[src/rtl/exp_fx_iter.sv]
// Fixed-point e^x: x = k*ln2 + r, Horner Taylor series over r (one term per cycle), then shift by k.
// Result appears TERMS+3 cycles after the accept cycle and is held until out_ready; no input accepted while busy.
module exp_fx_iter #(
   parameter int DATA_WIDTH = 16,
   parameter int FIXED_PNT  = 8,
   parameter int TERMS      = 6,
   parameter int GUARD      = 8
) (
   input  logic                  clk,
   input  logic                  rst_n,
   input  logic                  in_valid,
   output logic                  in_ready,
   input  logic [DATA_WIDTH-1:0] num,
   output logic                  out_valid,
   input  logic                  out_ready,
   output logic [DATA_WIDTH-1:0] exp_num,
   output logic                  sat
);
   localparam int IF   = FIXED_PNT + GUARD;
   localparam int KW   = DATA_WIDTH - FIXED_PNT + 2;
   localparam int AW   = IF + 2;
   localparam int PW   = DATA_WIDTH + IF + 3;
   localparam int RW   = DATA_WIDTH + GUARD + 4;
   localparam int MW   = 2 * AW + 1;
   localparam int MAXK = DATA_WIDTH - FIXED_PNT;
   localparam int BW   = AW + MAXK + 1;
   localparam int CW   = $clog2(TERMS + 1);
   localparam int MAXV = (1 << (DATA_WIDTH - 1)) - 1;

   // ln2 and 1/ln2 held at 32 fraction bits, rounded down to the internal precision
   localparam logic [63:0] LN2_Q32     = 64'd2977044472;
   localparam logic [63:0] INV_LN2_Q32 = 64'd6196328019;
   localparam logic [63:0] LN2_C       = (LN2_Q32 + (64'd1 << (31 - IF))) >> (32 - IF);
   localparam logic [63:0] INV_LN2_C   = (INV_LN2_Q32 + (64'd1 << (31 - IF))) >> (32 - IF);
   localparam logic signed [IF+2:0] LN2_S     = (IF+3)'(LN2_C);
   localparam logic signed [IF+2:0] INV_LN2_S = (IF+3)'(INV_LN2_C);
   localparam logic [AW-1:0] ONE = AW'(64'd1 << IF);

   typedef enum logic [2:0] {IDLE, REDUCE, SERIES, SCALE, DONE} state_t;

   state_t                  r_state, w_state_n;
   logic signed [DATA_WIDTH-1:0] r_x;
   logic signed [KW-1:0]    r_k;
   logic [IF:0]             r_r;
   logic [AW-1:0]           r_acc;
   logic [CW-1:0]           r_n;
   logic [DATA_WIDTH-1:0]   r_exp;
   logic                    r_sat;

   logic signed [PW-1:0]    w_prod;
   logic signed [KW-1:0]    w_k0, w_k, w_kneg;
   logic signed [RW-1:0]    w_r0, w_r;
   logic [MW-1:0]           w_ar, w_tr;
   logic [AW-1:0]           w_acc_n;
   logic [BW-1:0]           w_big, w_rnd;
   logic                    w_ovf, w_sat;
   logic [DATA_WIDTH-1:0]   w_exp;

   function automatic logic [IF:0] recip(input logic [CW-1:0] n);
      recip = '0;
      for (int i = 1; i <= TERMS; i++)
         if (n == CW'(i)) recip = (IF+1)'(((1 << IF) + i / 2) / i);
   endfunction

   // floor via arithmetic shift; one correction step absorbs constant rounding
   assign w_prod = PW'(r_x) * PW'(INV_LN2_S);
   assign w_k0   = KW'(w_prod >>> (FIXED_PNT + IF));
   assign w_r0   = (RW'(r_x) <<< GUARD) - RW'(w_k0) * RW'(LN2_S);

   always_comb begin
      w_k = w_k0;
      w_r = w_r0;
      if (w_r0 < 0) begin
         w_k = w_k0 - KW'(1);
         w_r = w_r0 + RW'(LN2_S);
      end else if (w_r0 >= RW'(LN2_S)) begin
         w_k = w_k0 + KW'(1);
         w_r = w_r0 - RW'(LN2_S);
      end
   end

   assign w_ar    = MW'(r_acc) * MW'(r_r);
   assign w_tr    = MW'(w_ar >> IF) * MW'(recip(r_n));
   assign w_acc_n = ONE + AW'(w_tr >> IF);

   always_comb begin
      w_kneg = -r_k;
      w_big  = '0;
      w_ovf  = 1'b0;
      if (r_k > KW'(MAXK))
         w_ovf = 1'b1;
      else if (r_k >= 0)
         w_big = BW'(r_acc) << r_k;
      else if (w_kneg < KW'(IF))
         w_big = BW'(r_acc) >> w_kneg;
      w_rnd = (w_big + BW'(1 << (GUARD - 1))) >> GUARD;
      w_sat = w_ovf || (w_rnd > BW'(MAXV));
      w_exp = w_sat ? DATA_WIDTH'(MAXV) : DATA_WIDTH'(w_rnd);
   end

   always_ff @(posedge clk or negedge rst_n) begin
      if (!rst_n) r_state <= IDLE;
      else        r_state <= w_state_n;
   end

   always_comb begin
      w_state_n = r_state;
      in_ready  = 1'b0;
      out_valid = 1'b0;
      case (r_state)
         IDLE: begin
            in_ready = 1'b1;
            if (in_valid) w_state_n = REDUCE;
         end
         REDUCE: w_state_n = SERIES;
         SERIES: if (r_n == CW'(1)) w_state_n = SCALE;
         SCALE:  w_state_n = DONE;
         DONE: begin
            out_valid = 1'b1;
            if (out_ready) w_state_n = IDLE;
         end
         default: w_state_n = IDLE;
      endcase
   end

   always_ff @(posedge clk or negedge rst_n) begin
      if (!rst_n) begin
         r_x   <= '0;
         r_k   <= '0;
         r_r   <= '0;
         r_acc <= '0;
         r_n   <= '0;
         r_exp <= '0;
         r_sat <= 1'b0;
      end else begin
         case (r_state)
            IDLE: if (in_valid) r_x <= num;
            REDUCE: begin
               r_k   <= w_k;
               r_r   <= (IF+1)'(w_r);
               r_acc <= ONE;
               r_n   <= CW'(TERMS);
            end
            SERIES: begin
               r_acc <= w_acc_n;
               r_n   <= r_n - CW'(1);
            end
            SCALE: begin
               r_exp <= w_exp;
               r_sat <= w_sat;
            end
            default: ;
         endcase
      end
   end

   assign exp_num = r_exp;
   assign sat     = r_sat;
endmodule

[config.mk]
export PLATFORM = sky130hd
export DESIGN_NAME = exp_fx_iter
export DESIGN_NICKNAME = d
export VERILOG_FILES = /design/src/rtl/exp_fx_iter.sv
export SDC_FILE = /design/constraint.sdc
export NUM_CORES = 2
export LEC_CHECK = 0
export ABC_CLOCK_PERIOD_IN_PS = 40700
export BUFFER_PORTS_ARGS = -buffer_cell sky130_fd_sc_hd__buf_2
export CAP_MARGIN = 20
export CORE_MARGIN = 1.5
export CORE_UTILIZATION = 40
export DETAILED_ROUTE_END_ITERATION = 7
export SLEW_MARGIN = 5
export SYNTH_ARGS = -nofsm -noshare
export SYNTH_HDL_FRONTEND = slang
export SYNTH_SLANG_ARGS = --single-unit
[constraint.sdc]
create_clock -name clk -period 40.7 [get_ports clk]
set_clock_uncertainty 0.15 [all_clocks]
set_input_delay 4.07 -clock clk [delete_from_list [all_inputs] [get_ports clk]]
set_output_delay 4.07 -clock clk [all_outputs]
set_load 0.05 [all_outputs]
==> results.ini <==
[critical_path]
max_stage_delay_ns = 0.98
critPathLaunchType = register
crit_arrival_ns = 15.52
cp.required_ns = 40.77
cp_max_fo = 25
slowest_stage = dfrtp_1
crit_type = reg2reg
cpMostUsedCell = fa_1
endpoint_kind = register

[global_route]
busiest_layer = met2
grt_use_met1 = 0.283
grt_use_met3 = 0.0198
track_usage = 0.211
grt_first_pass_wirelength_mm = 144
grt.met2_usage = 0.360
grt_overflow = 0
grt_max_degree = 63
grt_pass1_vias = 26700
antenna_found_initial = 0

[cts]
cts_hold_buf = 0
clk_pin_slew_ns = 0.07
clock_sinks = 82
root_buffer = clkbuf_16
cts_resized = 0
cts-buffers-inserted = 9
max-clock-path-buffers = 2
insertion_delay_ns = 0.38
postCtsSetupBuffers = 0
htree_levels = 3
cts_tree = yes

[detailed_routing]
totalWireLength_mm = 85.7
drc = 0
vias = 24900
vias_per_cell = 5.19
first_pass_iters = 5
wl_per_cell_um = 17.9
ant_nets = 0
drt_iter0_drc = 1481

[logic_synthesis]
synth-seq-cells = 82
ys_seq_area_frac = 0.0616
yosys.area.top_type_share = 0.356
ys_async_sr_fraction = 1.00
yosys_warnings = 0
synth_edf_count = 0
synth_cell_types = 113
synthTopCellsByCount = 896 x inv_1, 592 x fa_1, 454 x nand2_1
synth_nets = 4833
synth_most_common_cell = inv_1
ys.flop_type = dfrtp_1
synth_area_per_cell_um2 = 8.82
synthTopCellsByArea = fa_1 36%, ha_1 17%, inv_1 10%
yosys.area.top_type = fa_1
syn-instance-count = 3776
synth.cell_area_mm2 = 0.0333

[sta]
hold_violations = 0
tightest_slew_ns = 1.16
slew_headroom = 0.220
slew_violations = 0
fin_crit_ns = 15.45
setup_viol = 0
tns_ns = 0
finalCritPeriodShare = 0.380
fmax_mhz = 64.7
rsz0062_at_grt = no

[floorplanning]
dieArea_mm2 = 0.0850
ios = 39
initial_core_util = 0.405
die_h_um = 292
die_w_um = 292
core_mm2 = 0.0822
num_rows = 105

[finish]
area_growth_pct = 4.56
n_antenna_cell = 0
drive_above_1_share = 0.0467
num-nets-final = 4779

[placed_design]
io_buffers = 38
gp_congestion = 0.940
hpwl_mm = 71.2

[run]
drv_cap = 0

[hold_path]
hp-class = reg2reg

[status]
run_status = completed

-- layout by cell type (no fill, tap or decap), types with 14 or more instances in the layout --
master and count:
a211oi_1 16, a21o_1 33, a21oi_1 107, a31oi_1 27, and2_1 113, and3_1 17, buf_2 37, buf_4 37
dfrtp_1 81, fa_1 592, ha_1 445, inv_1 896, mux2i_1 37, mux4_2 15, nand2_1 454, nand2b_1 14
nand3_1 38, nand4_1 21, nor2_1 141, nor2b_1 20, nor3_1 42, o211ai_1 16, o21a_1 14, o21ai_0 88
o21ai_1 16, o22a_1 17, xnor2_1 108, xor2_1 37
-- per-layer routing --
| layer | up-vias | share of wire |
|---|---|---|
| met5 | - | 0 |
| met4 | 0 | 0.034 |
| met3 | 125 | 0.045 |
| met2 | 625 | 0.48 |
| met1 | 12400 | 0.44 |
| li1 | 11700 | - |
-- state kept, by name (all words and copies together) (netlist names) --
| name | flops |
|---|---|
| r_x | 16 |
| r_state | 3 |
| sat | 1 |
| r_k | 10 |
| r_acc | 18 |
| r_n | 3 |
| exp_num | 16 |
| r_r | 15 |
-- cells by family (layout without fill, tap and decap cells) --
| kind of cell | count (synthesis) | after routing | share of synthesized area |
|---|---|---|---|
| buffers and inverters | 1038 | 988 | 0.120 |
| adder cells (fa/ha/maj) | 1037 | 1037 | 0.523 |
| AND/OR/NAND/NOR | 929 | 929 | 0.131 |
| AO/OA/AOI/OAI | 490 | 490 | 0.104 |
| XOR/XNOR | 147 | 147 | 0.0391 |
| flip-flops | 82 | 82 | 0.0616 |
| multiplexers | 53 | 53 | 0.0216 |
-- metrics by stage --
step	hold slack [ns]	utilization	worst slack [ns]	area, µm²	cells
finish	0.335	0.424	25.25	34800	4796
global route	0.371	0.424	24.14	34800	4796
CTS	0.343	0.424	25.30	34800	4796
detailed placement	0.329	0.420	25.31	34500	4781
global placement	0.321	0.420	25.46	34500	4780
floorplan	0.341	-	26.71	33300	3776
-- final cells by class --
type | count | area [µm²]
inverters | 899 | 3370
flip-flops and latches | 82 | 2050
clock inverters | 5 | 78.8
well taps | 1070 | 1340
multi-input cells | 2656 | 27300
clock buffers | 10 | 239
repair buffers | 74 | 463
fillers | 8351 | 47400
-- worst max-delay path: cells and delay by family, from the launching register on --
kind	cells	cell delay, ns
fa+ha+maj	14	6.53
compound gates	15	4.11
simple gates	8	2.44
flops	1	0.98
buf+inv	10	0.71
mux	1	0.18
xor+xnor	1	0.14
-- final timing paths --
| check | start | to | cells after the start | slack [ns] |
|---|---|---|---|---|
| max | r_acc[10] | r_acc[17] | 49 | 25.25 |
| min | sat | sat | 1 | 0.34 |
| max reg2reg | r_acc[10] | r_acc[17] | 49 | 25.25 |
| min reg2reg | sat | sat | 1 | 0.34 |
| max in group asynchronous | rst_n | r_k[0] | 2 | 35.76 |
| min in group asynchronous | rst_n | r_x[12] | 1 | 3.43 |
Power is not shown: default switching activity piles up to over one toggle a cycle in this logic, so the estimate is an artifact.
